`src/rtl/minutes_hours.sv`:
```
// minutes_hours: minutes and hours stage of the real-time clock chain.
// It advances on the seconds-stage terminal-count pulse. It shares the
// load/addrs/data_in programming bus with the seconds stage, so the whole
// time of day is set over one 6-bit bus.
//
// Ports:
//   clk         system clock, rising edge
//   reset       asynchronous, active-low reset
//   tc_seconds  one-clock pulse when seconds wraps 59->0
//   load        programming strobe
//   addrs       register select: 01 minutes, 10 hours, 00/11 ignored
//   data_in     load value
//   q_minutes   current minutes
//   q_hours     current hours (0..23, or 1..12 in 12-hour mode)
//   pm          PM flag in 12-hour mode, 0 in 24-hour mode
//   tc_minutes  one-clock pulse when minutes wraps to 0
//   tc_day      one-clock pulse on day rollover
module minutes_hours #(
    parameter int HOUR_MODE_24 = 1,
    parameter int MAX_MINUTES  = 59
) (
    input  logic       clk,
    input  logic       reset,
    input  logic       tc_seconds,
    input  logic       load,
    input  logic [1:0] addrs,
    input  logic [5:0] data_in,
    output logic [5:0] q_minutes,
    output logic [4:0] q_hours,
    output logic       pm,
    output logic       tc_minutes,
    output logic       tc_day
);

    localparam logic [5:0] MAX_MIN = 6'(MAX_MINUTES);
    localparam logic       MODE_24 = (HOUR_MODE_24 != 0);
    // 12-hour mode resets to 12:00 AM, which is hour 0 in 24-hour terms.
    localparam logic [4:0] HR_RST  = MODE_24 ? 5'd0 : 5'd12;

    logic       min_load_ok;
    logic       hr_load_ok;
    logic       carry;
    logic [5:0] min_nxt;
    logic [4:0] hr_nxt;
    logic       pm_nxt;
    logic       tcm_nxt;
    logic       tcd_nxt;

    assign min_load_ok = load && (addrs == 2'b01) && (data_in <= MAX_MIN);

    always_comb begin
        hr_load_ok = 1'b0;
        if (load && (addrs == 2'b10)) begin
            if (MODE_24)
                hr_load_ok = !data_in[5] && (data_in[4:0] <= 5'd23);
            else
                hr_load_ok = !data_in[4] && (data_in[3:0] >= 4'd1)
                             && (data_in[3:0] <= 4'd12);
        end
    end

    always_comb begin
        min_nxt = q_minutes;
        hr_nxt  = q_hours;
        pm_nxt  = pm;
        tcm_nxt = 1'b0;
        tcd_nxt = 1'b0;
        carry   = 1'b0;

        // A valid minutes load takes priority over the count and also
        // suppresses the carry into hours for this cycle.
        if (min_load_ok) begin
            min_nxt = data_in;
        end else if (tc_seconds) begin
            if (q_minutes >= MAX_MIN) begin
                min_nxt = 6'd0;
                tcm_nxt = 1'b1;
                carry   = 1'b1;
            end else begin
                min_nxt = q_minutes + 6'd1;
            end
        end

        // A valid hours load replaces the hours step, so a wrap in the
        // same cycle never produces tc_day.
        if (hr_load_ok) begin
            if (MODE_24) begin
                hr_nxt = data_in[4:0];
                pm_nxt = 1'b0;
            end else begin
                hr_nxt = {1'b0, data_in[3:0]};
                pm_nxt = data_in[5];
            end
        end else if (carry) begin
            if (MODE_24) begin
                if (q_hours >= 5'd23) begin
                    hr_nxt  = 5'd0;
                    tcd_nxt = 1'b1;
                end else begin
                    hr_nxt = q_hours + 5'd1;
                end
            end else begin
                if (q_hours == 5'd11) begin
                    hr_nxt  = 5'd12;
                    pm_nxt  = !pm;
                    // 11 PM -> 12 AM is the start of a new day.
                    tcd_nxt = pm;
                end else if (q_hours >= 5'd12) begin
                    hr_nxt = 5'd1;
                end else begin
                    hr_nxt = q_hours + 5'd1;
                end
            end
        end
    end

    always_ff @(posedge clk or negedge reset) begin
        if (!reset) begin
            q_minutes  <= 6'd0;
            q_hours    <= HR_RST;
            pm         <= 1'b0;
            tc_minutes <= 1'b0;
            tc_day     <= 1'b0;
        end else begin
            q_minutes  <= min_nxt;
            q_hours    <= hr_nxt;
            pm         <= MODE_24 ? 1'b0 : pm_nxt;
            tc_minutes <= tcm_nxt;
            tc_day     <= tcd_nxt;
        end
    end

endmodule

```
`config.mk`:
```
export PLATFORM = sky130hd
export DESIGN_NAME = minutes_hours
export DESIGN_NICKNAME = d
export VERILOG_FILES = /design/src/rtl/minutes_hours.sv
export SDC_FILE = /design/constraint.sdc
export NUM_CORES = 1
export LEC_CHECK = 0
export CAP_MARGIN = 20
export CORE_UTILIZATION = 33
export CTS_CLUSTER_SIZE = 24
export DETAILED_ROUTE_END_ITERATION = 10
export PLACE_DENSITY = 0.6
export SLEW_MARGIN = 10
export SYNTH_ARGS = -nofsm -noshare
export SYNTH_HDL_FRONTEND = slang
export SYNTH_SLANG_ARGS = --single-unit
```
`constraint.sdc`:
```
create_clock -name clk -period 1.8 [get_ports clk]
set_clock_uncertainty 0.2 [all_clocks]
set_input_delay 0.36 -clock clk [delete_from_list [all_inputs] [get_ports clk]]
set_output_delay 0.36 -clock clk [all_outputs]
set_load 0.005 [all_outputs]
```
==> results of run 1 <==
state kept, by name, indices dropped and copies added, names as in the netlist:
signal	flops
q_minutes	6
q_hours	5
tc_minutes	1
tc_day	1
how the worst max path moves through the flow:
stage                  from         end  cells past startpoint
6_report       q_minutes[1]  q_hours[4]                      6
5_1_grt          q_hours[1]  q_hours[1]                      1
4_1_cts        q_minutes[1]  q_hours[3]                      7
3_5_place_dp     data_in[5]  q_hours[3]                      6
3_3_place_gp     data_in[5]  q_hours[3]                      6
2_1_floorplan  q_minutes[1]  q_hours[0]                      5
per-stage QoR:
step                area, um2  worst slack [ns]  hold slack [ns]  power [mW]  util (%)
floorplan                 823            0.0179           -0.136       0.978         -
global placement         1250            -0.291            0.394        1.48      55.7
detailed placement       1250            -0.377            0.403        1.49      55.7
CTS                      1350           -0.0175            0.179        1.80      59.8
global route             1420          -0.00737            0.212        2.01      63.0
finish                   1420            0.0452            0.181        1.86      63.0
cells in the mapped netlist:
| cell type | n | area [um2] |
|---|---|---|
| o21ai_0 | 4 | 20.0 |
| mux2i_1 | 2 | 20.0 |
| clkbuf_1 | 1 | 3.75 |
| o21ai_1 | 1 | 5.00 |
| nand3_1 | 4 | 20.0 |
| ha_1 | 2 | 25.0 |
| buf_2 | 1 | 5.00 |
| nor2_1 | 7 | 26.3 |
| nor3b_1 | 1 | 7.51 |
| o22ai_1 | 1 | 6.26 |
| o22a_1 | 2 | 17.5 |
| nand2b_1 | 1 | 6.26 |
| o2111ai_1 | 1 | 8.76 |
| a31oi_1 | 3 | 18.8 |
| a21boi_0 | 2 | 15.0 |
| dfrtp_1 | 13 | 325 |
| o211ai_1 | 3 | 22.5 |
| a21oi_1 | 10 | 50.1 |
| nand2_1 | 6 | 22.5 |
| a211oi_1 | 1 | 7.51 |
| o21a_1 | 1 | 7.51 |
| a2bb2oi_1 | 1 | 8.76 |
| a21bo_2 | 1 | 10.0 |
| inv_1 | 1 | 3.75 |
| nand4_2 | 1 | 12.5 |
| a311oi_4 | 1 | 26.3 |
| buf_4 | 1 | 7.51 |
| nand4_1 | 3 | 18.8 |
| nand4bb_1 | 1 | 11.3 |
| nand3b_1 | 2 | 15.0 |
| nor2b_1 | 3 | 18.8 |
| a21o_1 | 3 | 22.5 |
| conb_1 | 1 | 3.75 |
| a41o_1 | 1 | 10.0 |
layout make-up:
| class | count | area (um2) |
|---|---|---|
| Tap cell | 28 | 35.0 |
| Timing Repair Buffer | 58 | 522 |
| Sequential cell | 13 | 328 |
| Fill cell | 202 | 835 |
| Multi-Input combinational cell | 70 | 505 |
| Inverter | 1 | 3.75 |
| Clock buffer | 4 | 26.3 |
routing by layer:
metal / up-vias / global-route usage (%)
met4: 0 / 7.66
li1: 455 / -
met1: 449 / 23.4
met5: - / 0
met3: 14 / 2.92
met2: 35 / 35.9
worst max-delay path: stages (launching register included):
cell,delay (ns)
dfrtp_1,0.42
ha_4,0.18
o21ai_2,0.23
a311oi_4,0.08
buf_6,0.15
a41o_1,0.23
o22a_1,0.16
power by group through the flow:
stage          clock [mW]  combinational [mW]  sequential, mW
2_1_floorplan           0               0.413           0.565
3_3_place_gp            0               0.937           0.541
3_5_place_dp            0               0.948           0.541
4_1_cts             0.191                1.08           0.528
5_1_grt             0.199                1.29           0.525
6_report            0.180                1.17           0.511
repair_timing:
action,in CTS,in global routing
buffers inserted,6,5
setup endpoints to repair,11,11
pin swaps,1,4
resized for setup,9,10
cloned,1,0
kinds of logic (layout without fill, tap and decap cells):
logic type,count (synthesis),after routing,share of synthesized area (%)
buffers and inverters,4,63,2.47
DFF,13,13,40.2
and+or+nand+nor,29,29,19.6
other,1,1,0.463
AOI/OAI and AO/OA,36,36,31.7
adders and majority gates,2,2,3.09
muxes,2,2,2.47
==> key figures, run 1 <==
Detailed routing
  • Metal2 WL: between 1000 and 1500 um
  • Drt wl/cell: 13.7 um
  • # DRC: 0
  • Top Metal Used: met4
  • Initial DRC count: 23
  • Post-DRT Antenna Nets: 0
  • DR pass1 iterations: 4
  • Via density: 5.48
  • WL final: between 2000 and 2500 um
  • DR vias: 953
  • Met3 wire length: 126 um
  • Met1 WL: 1010 um

Critical path
  • R2R depth: 6
  • Crit path max fanout: 5
  • Flop2flop setup slack: 0.05 ns
  • Crit Reg-Reg Startpoint: q_minutes[1]
  • Arrival @ worst endpoint: 1.72 ns
  • WP data required: 1.76 ns
  • CP endpoint kind: register
  • Kind of start point of the critical path: register
  • FF-to-FF End: q_hours[4]
  • Crit Path Class: reg2reg

Pwr
  • Logic pwr share: 62.8%
  • Sequential share of power: 27.5%
  • Sw Pwr: 0.664 mW
  • Power Dens Cells: 1310 nW/um2
  • Int Power: around 1.2 mW
  • Worst VDD drop: 0.937 mV
  • Reported leakage power: roughly 0.67 nW
  • Clk pwr share: 9.7%
  • Sw frac: 35.8%

Hold path
  • Hold WC Path Type: in2async

GRT
  • Vias in the first global route: 939
  • Largest net degree at the start of global routing: 14
  • Global-route wire length before repair: 3980 um
  • Gr usage total: between 15 and 20%
  • Initial antenna violation count: 0
  • Gr ovfl total: 0

Finish
  • Share of post-route cells with drive strength above 1: about a third
  • Non-Filler Instances: 174
  • Most frequent cells in the layout: buf_4, clkdlybuf4s50_1, dfrtp_1
  • Area growth from synthesis to layout: 75.4%
  • Layout Nets: about 160
  • Leading cell type in the layout, fill and taps excluded: buf_4
  • Inserted Diodes: 0

Floorplanning
  • Die Area: 2660 um2
  • Core Region: ~2300 um2
  • Initial core utilization: a little over a third
  • Die H: 51.5 um
  • Chip width: 51.5 um
  • Number of core rows: 17
  • I/O Pins: 26

STA
  • F_max: 570 MHz
  • Final setup viols: 0
  • Final hold vios: 0
  • Crit path time final: roughly 1.8 ns
  • Setup TNS Final: 0 ns
  • Final period util: 97.5%
  • Max-slew violations: 0

Yosys
  • Mapped Area: 810 um2
  • FF+latch count, synth: 13
  • Sequential element share of the synthesized area: 40.2%
  • Synth warn: 0
  • Yosys cell types: 34
  • Avg Inst Size Synth: 9.30 um2
  • Syn Inst Count: between 80 and 90
  • Syn Nets: 101

Place
  • Final GP Congestion: 0.739
  • Placed Cells: ~160
  • IO Port Bufs: 24
  • Hpwl dp: 1630 um

Job
  • Max-Cap Viols: 0

CTS
  • Clock sink total: 13
  • Hold buffers post-CTS: 0
  • Clk buf depth: 2
  • Root Buffer: clkbuf_4
  • CTS tree: yes
  • Clock Latency Late Sink: 0.27 ns
  • Worst-path clk slew: 0.09 ns
  • CTS buffer count: 3
  • H-tree levels: 1

Outcome
  • Status: completed
No activity file was read; power rests on OpenSTA's default activity.
==> run 2: changes to the inputs <==
ABC_CLOCK_PERIOD_IN_PS = 1800   (was unset)
CAP_MARGIN = 10   (was 20)
RECOVER_POWER = 100   (was unset)
==> run 2 against run 1 <==
  * Power is 2.9% lower
  * First-iteration DRC count is 17% lower
  * Via count is 1.0% lower
  * Maximum frequency hardly changed
  * Non-clock buffer count stayed put
  * Register-to-register slack hardly changed
  * Global-route usage stayed put
  * Critical endpoint is now q_hours[1]
==> key figures, run 2 (same netlist as run 1, synthesis figures left out) <==
Outcome
  • Status: completed

Pwr
  • Worst VDD drop: 0.927 mV (-1.2%)
  • Reported leakage power: 0.649 nW (-2.7%)
  • Power Dens Cells: 1300 nW/um2 (-0.85%)

Critical path
  • Crit path max fanout: 3 (-2)
  • Highest cell delay on the worst timing path: 0.53 ns (+0.11 ns)
  • CP endpoint kind: primary output
  • Crit Path Class: reg2out
  • CP Cell Sequence: clkdlybuf4s50_1
  • Worst path top cell family by delay: buffers and inverters
  • Critical path buffers and inverters: 1 (unchanged)
  • Arrival @ worst endpoint: 1.19 ns (-0.53 ns)
  • Critical path's slowest cell: clkdlybuf4s50_1
  • WP data required: 1.24 ns (-0.52 ns)
  • Kind of start point of the critical path: register

Detailed routing
  • WL final: 2360 um (-1.0%)
  • DR pass1 iterations: 4 (unchanged)
  • DR vias: 943 (-1.0%)
  • Via density: 5.42 (-1.0%)
  • Post-DRT Antenna Nets: 0 (unchanged)
  • Initial DRC count: 19 (-17%)
  • Drt wl/cell: 13.6 um (-1.0%)
  • # DRC: 0 (unchanged)

STA
  • Slew @ Worst Pin: between 0.7 and 0.8 ns
  • Final setup viols: 0 (unchanged)
  • Max-slew violations: 0 (unchanged)
  • Crit path time final: 1.75 ns (-0.000976 ns)
  • F_max: 570 MHz (about the same)
  • Final hold vios: 0 (unchanged)
  • Max_slew headroom: 49.9%
  • Final setup margin: 0.0462 ns (+0.000976 ns)
  • Final period util: 97.4% (about the same)

CTS
  • Worst-path clk slew: 0.09 ns (about the same)
  • Clock sink total: 13 (unchanged)
  • CTS buffer count: 3 (unchanged)
  • Clk buf depth: 2 (unchanged)
  • Clock Latency Late Sink: 0.27 ns (about the same)
  • CTS tree: yes
  • Root Buffer: clkbuf_4
  • H-tree levels: 1 (unchanged)
  • Hold buffers post-CTS: 0 (unchanged)

Floorplanning
  • Chip width: 51.5 um (unchanged)
  • Die Area: 2660 um2 (unchanged)
  • Die H: 51.5 um (unchanged)
  • Number of core rows: 17 (unchanged)
  • Initial core utilization: 35.9% (unchanged)
  • Core Region: 2250 um2 (unchanged)
  • I/O Pins: 26 (unchanged)

GRT
  • Vias in the first global route: 939 (unchanged)
  • Gr usage total: 19.9% (unchanged)
  • Global-route wire length before repair: 3980 um (unchanged)
  • Largest net degree at the start of global routing: 14 (unchanged)
  • Gr ovfl total: 0 (unchanged)
  • Initial antenna violation count: 0 (unchanged)

Place
  • Final GP Congestion: 0.739 (unchanged)
  • IO Port Bufs: 24 (unchanged)
  • Setup Slack @ Placement: -0.377 ns (unchanged)
  • Hpwl dp: 1630 um (unchanged)

Finish
  • Leading cell type in the layout, fill and taps excluded: buf_4
  • Largest regs: q_minutes (6), q_hours (5)
  • Fin util: 61.7% (-1.3 points)
  • Layout Nets: 161 (unchanged)
  • Inserted Diodes: 0 (unchanged)
  • Most flop-heavy register: q_minutes
  • Max FFs per register: 6 (unchanged)
  • Most frequent cells in the layout: buf_4, clkdlybuf4s50_1, dfrtp_1
  • Area growth from synthesis to layout: 71.7%
  • Share of post-route cells with drive strength above 1: 28.8% (-3.4 points)

Hold path
  • Hold WC Path Type: in2reg

Job
  • Max-Cap Viols: 0 (unchanged)
[run 2: layout make-up]
| class | count | area, um2 |
|---|---|---|
| Sequential cell | 13 | 328 |
| Tap cell | 28 | 35.0 |
| Timing Repair Buffer | 58 | 492 |
| Clock buffer | 4 | 26.3 |
| Inverter | 1 | 3.75 |
| Fill cell | 215 | 865 |
| Multi-Input combinational cell | 70 | 505 |
[run 2: per-layer routing]
layer  routed length (um)  GRT usage [%]  share of wire (%)
met5                    0              0                  0
met4                   42           7.66                1.8
met3                   98           2.92                4.2
met2                 1200           35.9                 51
met1                 1010           23.4                 43
[run 2: power breakdown]
part	leakage (nW)	switching (mW)	total [mW]	internal, mW
logic	0.480	0.470	1.12	0.648
clock network	0.0150	0.0946	0.180	0.0857
registers	0.154	0.0910	0.504	0.413
total	0.649	0.656	1.80	1.15
[run 2: stage by stage]
step	TNS (ns)	area, um2	hold slack [ns]	cells	power (mW)
CTS	-0.0216	1350	0.179	170	1.80
detailed placement	-2.23	1250	0.403	159	1.49
global route	-0.00737	1390	0.321	174	1.96
global placement	-1.77	1250	0.394	159	1.48
finish	0	1390	0.311	174	1.80
floorplan	0	823	-0.136	87	0.978
[run 2: path summary, 6_finish.rpt]
check                          endpoint  cells past startpoint  slack, ns          from
max                          q_hours[1]                      1       0.05    q_hours[1]
min                        q_minutes[4]                      3       0.31    data_in[4]
max reg2reg                  q_hours[4]                      6       0.05  q_minutes[0]
min reg2reg                  q_hours[0]                      2       0.42    q_hours[0]
max in group asynchronous  q_minutes[0]                      2       0.42         reset
min in group asynchronous    q_hours[2]                      2       0.45         reset
[run 2: worst reg2reg max path: cells and delay by family (launching register included)]
kind,cells,cell delay (ns)
AO/OA/AOI/OAI,4,0.71
adder cells (fa/ha/maj),1,0.17
buffers and inverters,1,0.15
flip-flops,1,0.43
[run 2: what timing repair did]
action,in CTS,in global routing
hold endpoints to repair,0,0
cloned,1,0
endpoints found under the setup margin,11,11
gates resized for setup,9,10
setup buffers,6,5
pin swaps,1,4
==> run 3: changes to the inputs <==
CORE_ASPECT_RATIO = 1.1   (was unset)
CORE_UTILIZATION = 40   (was 33)
PLACE_DENSITY = 0.71   (was 0.6)
==> run 3 against run 2 <==
  * Sequential power grew 5.8%
  * Count of clock-buffer cells in the layout shrank 1
  * Flip-flop and latch count is the same
  * Global-route usage is essentially flat
  * Routed wire length shrank 2.2%
  * Critical endpoint unchanged
  * Largest cell class unchanged
  * Highest routed layer unchanged
==> key figures, run 3 (same netlist as run 1, synthesis figures left out) <==
GRT
  • Largest net degree at the start of global routing: 14 (unchanged)
  • Vias in the first global route: 775 (-17%)
  • Initial antenna violation count: 0 (unchanged)
  • Gr ovfl total: 0 (unchanged)
  • Global-route wire length before repair: 3260 um (-18%)
  • Gr usage total: 19.9% (-0.038 points)

Critical path
  • Crit path max fanout: 3 (unchanged)
  • Worst path top cell family by delay: buffers and inverters
  • Critical path buffers and inverters: 1 (unchanged)
  • Kind of start point of the critical path: register
  • Arrival @ worst endpoint: 1.19 ns (about the same)
  • CP Cell Sequence: clkdlybuf4s50_1
  • CP endpoint kind: primary output
  • Crit Reg-Reg Startpoint: q_minutes[1]
  • Highest cell delay on the worst timing path: 0.52 ns (about the same)
  • Crit Path Class: reg2out
  • WP data required: 1.24 ns (about the same)
  • Flop2flop setup slack: 0.12 ns (+0.07 ns)
  • R2R depth: 6 (unchanged)
  • FF-to-FF End: q_hours[4]
  • Critical path's slowest cell: clkdlybuf4s50_1

Finish
  • Most flop-heavy register: q_minutes
  • Leading cell type in the layout, fill and taps excluded: buf_4
  • Largest regs: q_minutes (6), q_hours (5)
  • Non-Filler Instances: 167 (-4.0%)
  • Most frequent cells in the layout: buf_4, clkdlybuf4s50_1, a21oi_1, dfrtp_1, nor2_1
  • Fillers: 148 (-31%)
  • Area growth from synthesis to layout: 68.5%
  • Layout Nets: 155 (-3.7%)
  • Design Area, Final: 1360 um2 (-1.9%)
  • Max FFs per register: 6 (unchanged)
  • Share of post-route cells with drive strength above 1: 30.7% (+1.9 points)
  • Inserted Diodes: 0 (unchanged)
  • Fin util: 74.0% (+12 points)

STA
  • Slew @ Worst Pin: 0.748 ns (-0.00259 ns)
  • RSZ-0062 raised after global routing: yes
  • Final hold vios: 0 (unchanged)
  • F_max: 572 MHz (+0.35%)
  • Final period util: 97.1% (-0.34 points)
  • Final setup viols: 0 (unchanged)
  • Max_slew headroom: 50.1% (+0.17 points)
  • Max-slew violations: 0 (unchanged)
  • Hold_ws: 0.325 ns (+0.0139 ns)
  • Crit path time final: 1.75 ns (-0.00611 ns)

Detailed routing
  • Drt wl/cell: 13.8 um (+1.8%)
  • DR pass1 iterations: 4 (unchanged)
  • Via density: 5.38 (-0.67%)
  • Post-DRT Antenna Nets: 0 (unchanged)
  • # DRC: 0 (unchanged)
  • DR vias: 899 (-4.7%)
  • Initial DRC count: 12 (-7)
  • WL final: 2310 um (-2.2%)

Hold path
  • Hold WC Path Type: in2reg
  • WHS Path Cells: 3 (unchanged)
  • Worst Hold End: q_minutes[4]
  • Hold Startpoint: data_in[4]

Place
  • IO Port Bufs: 24 (unchanged)
  • Cell Area, Placed: 1220 um2 (-2.5%)
  • Hpwl dp: 1550 um (-5.2%)
  • Final GP Congestion: 0.738 (-0.19%)
  • Placed Cells: 154 (-3.1%)

Pwr
  • Total Power: 1.80 mW (about the same)
  • Worst VDD drop: 0.847 mV (-8.6%)
  • Power Dens Cells: 1320 nW/um2 (+1.9%)
  • Reported leakage power: 0.621 nW (-4.3%)

Floorplanning
  • Core Region: 1840 um2 (-18%)
  • Chip width: 44.9 um (-13%)
  • Die H: 49.2 um (-4.6%)
  • Initial core utilization: 44.0% (+8.0 points)
  • I/O Pins: 26 (unchanged)
  • Die Area: 2210 um2 (-17%)
  • Number of core rows: 16 (-1)

CTS
  • Clk buf depth: 2 (unchanged)
  • Root Buffer: clkbuf_4
  • CTS buffer count: 3 (unchanged)
  • Clock sink total: 13 (unchanged)
  • H-tree levels: 1 (unchanged)
  • CTS tree: yes
  • Worst-path clk slew: 0.09 ns (about the same)
  • Clock Latency Late Sink: 0.27 ns (about the same)
  • Hold buffers post-CTS: 0 (unchanged)

Job
  • Max-Cap Viols: 0 (unchanged)

Outcome
  • Status: completed
## run 3: changes by cell type in the layout (fill, tap and decap cells not counted), sizes merged
cell / previous run / this run
clkdlybuf4s50: 11 / 13
clkdlybuf4s15: 1 / 0
dlymetal6s2s: 6 / 5
dlygate4sd3: 3 / 1
clkinv: 0 / 1
buf: 26 / 27
clkbuf: 11 / 4
clkdlybuf4s25: 1 / 2
## run 3: through the flow
| step | worst slack, ns | setup TNS [ns] |
|---|---|---|
| global placement | -0.313 | -1.90 |
| finish | 0.0523 | 0 |
| global route | -0.00789 | -0.00977 |
| detailed placement | -0.306 | -2.04 |
| floorplan | 0.0179 | 0 |
| CTS | 0.00181 | 0 |
## run 3: worst max-delay path by stage
| stage | from | to | slack [ns] | cells after the start |
|---|---|---|---|---|
| 2_1_floorplan | q_minutes[1] | q_hours[0] | 0.02 | 5 |
| 3_3_place_gp | data_in[2] | q_hours[0] | -0.31 | 6 |
| 3_5_place_dp | data_in[4] | q_hours[0] | -0.31 | 6 |
| 4_1_cts | q_hours[4] | q_hours[4] | 0.002 | 1 |
| 5_1_grt | q_minutes[1] | q_minutes[3] | -0.008 | 6 |
| 6_report | q_hours[1] | q_hours[1] | 0.05 | 1 |
## run 3: power by group
part / switching, mW / internal [mW] / total (mW)
registers: 0.117 / 0.417 / 0.533
logic: 0.445 / 0.639 / 1.08
clock network: 0.102 / 0.0822 / 0.184
total: 0.663 / 1.14 / 1.80
## run 3: area by class of cell
| cell class | instances | area, um2 | area share (%) |
|---|---|---|---|
| multi-input combinational | 70 | 504 | 37.0 |
| timing repair buffer | 52 | 464 | 34.0 |
| sequential | 13 | 330 | 24.2 |
| tap | 27 | 33.8 | 2.48 |
| clock buffer | 3 | 22.5 | 1.65 |
| clock inverter | 1 | 5.00 | 0.367 |
| inverter | 1 | 3.75 | 0.275 |
## run 3: what timing repair did
item | 4_1_cts | 5_1_grt
cloned | 0 | 1
pin swaps | 0 | 5
gates resized for setup | 11 | 11
buffers inserted | 4 | 5
endpoints found under the setup margin | 11 | 9
## run 3: per-layer routing
layer	vias up	global-route usage, %	wire length, um
met1	438	26.4	1020
met2	18	33.1	1200
li1	441	-	-
met5	-	0	0
met4	0	6.06	14
met3	2	2.22	65
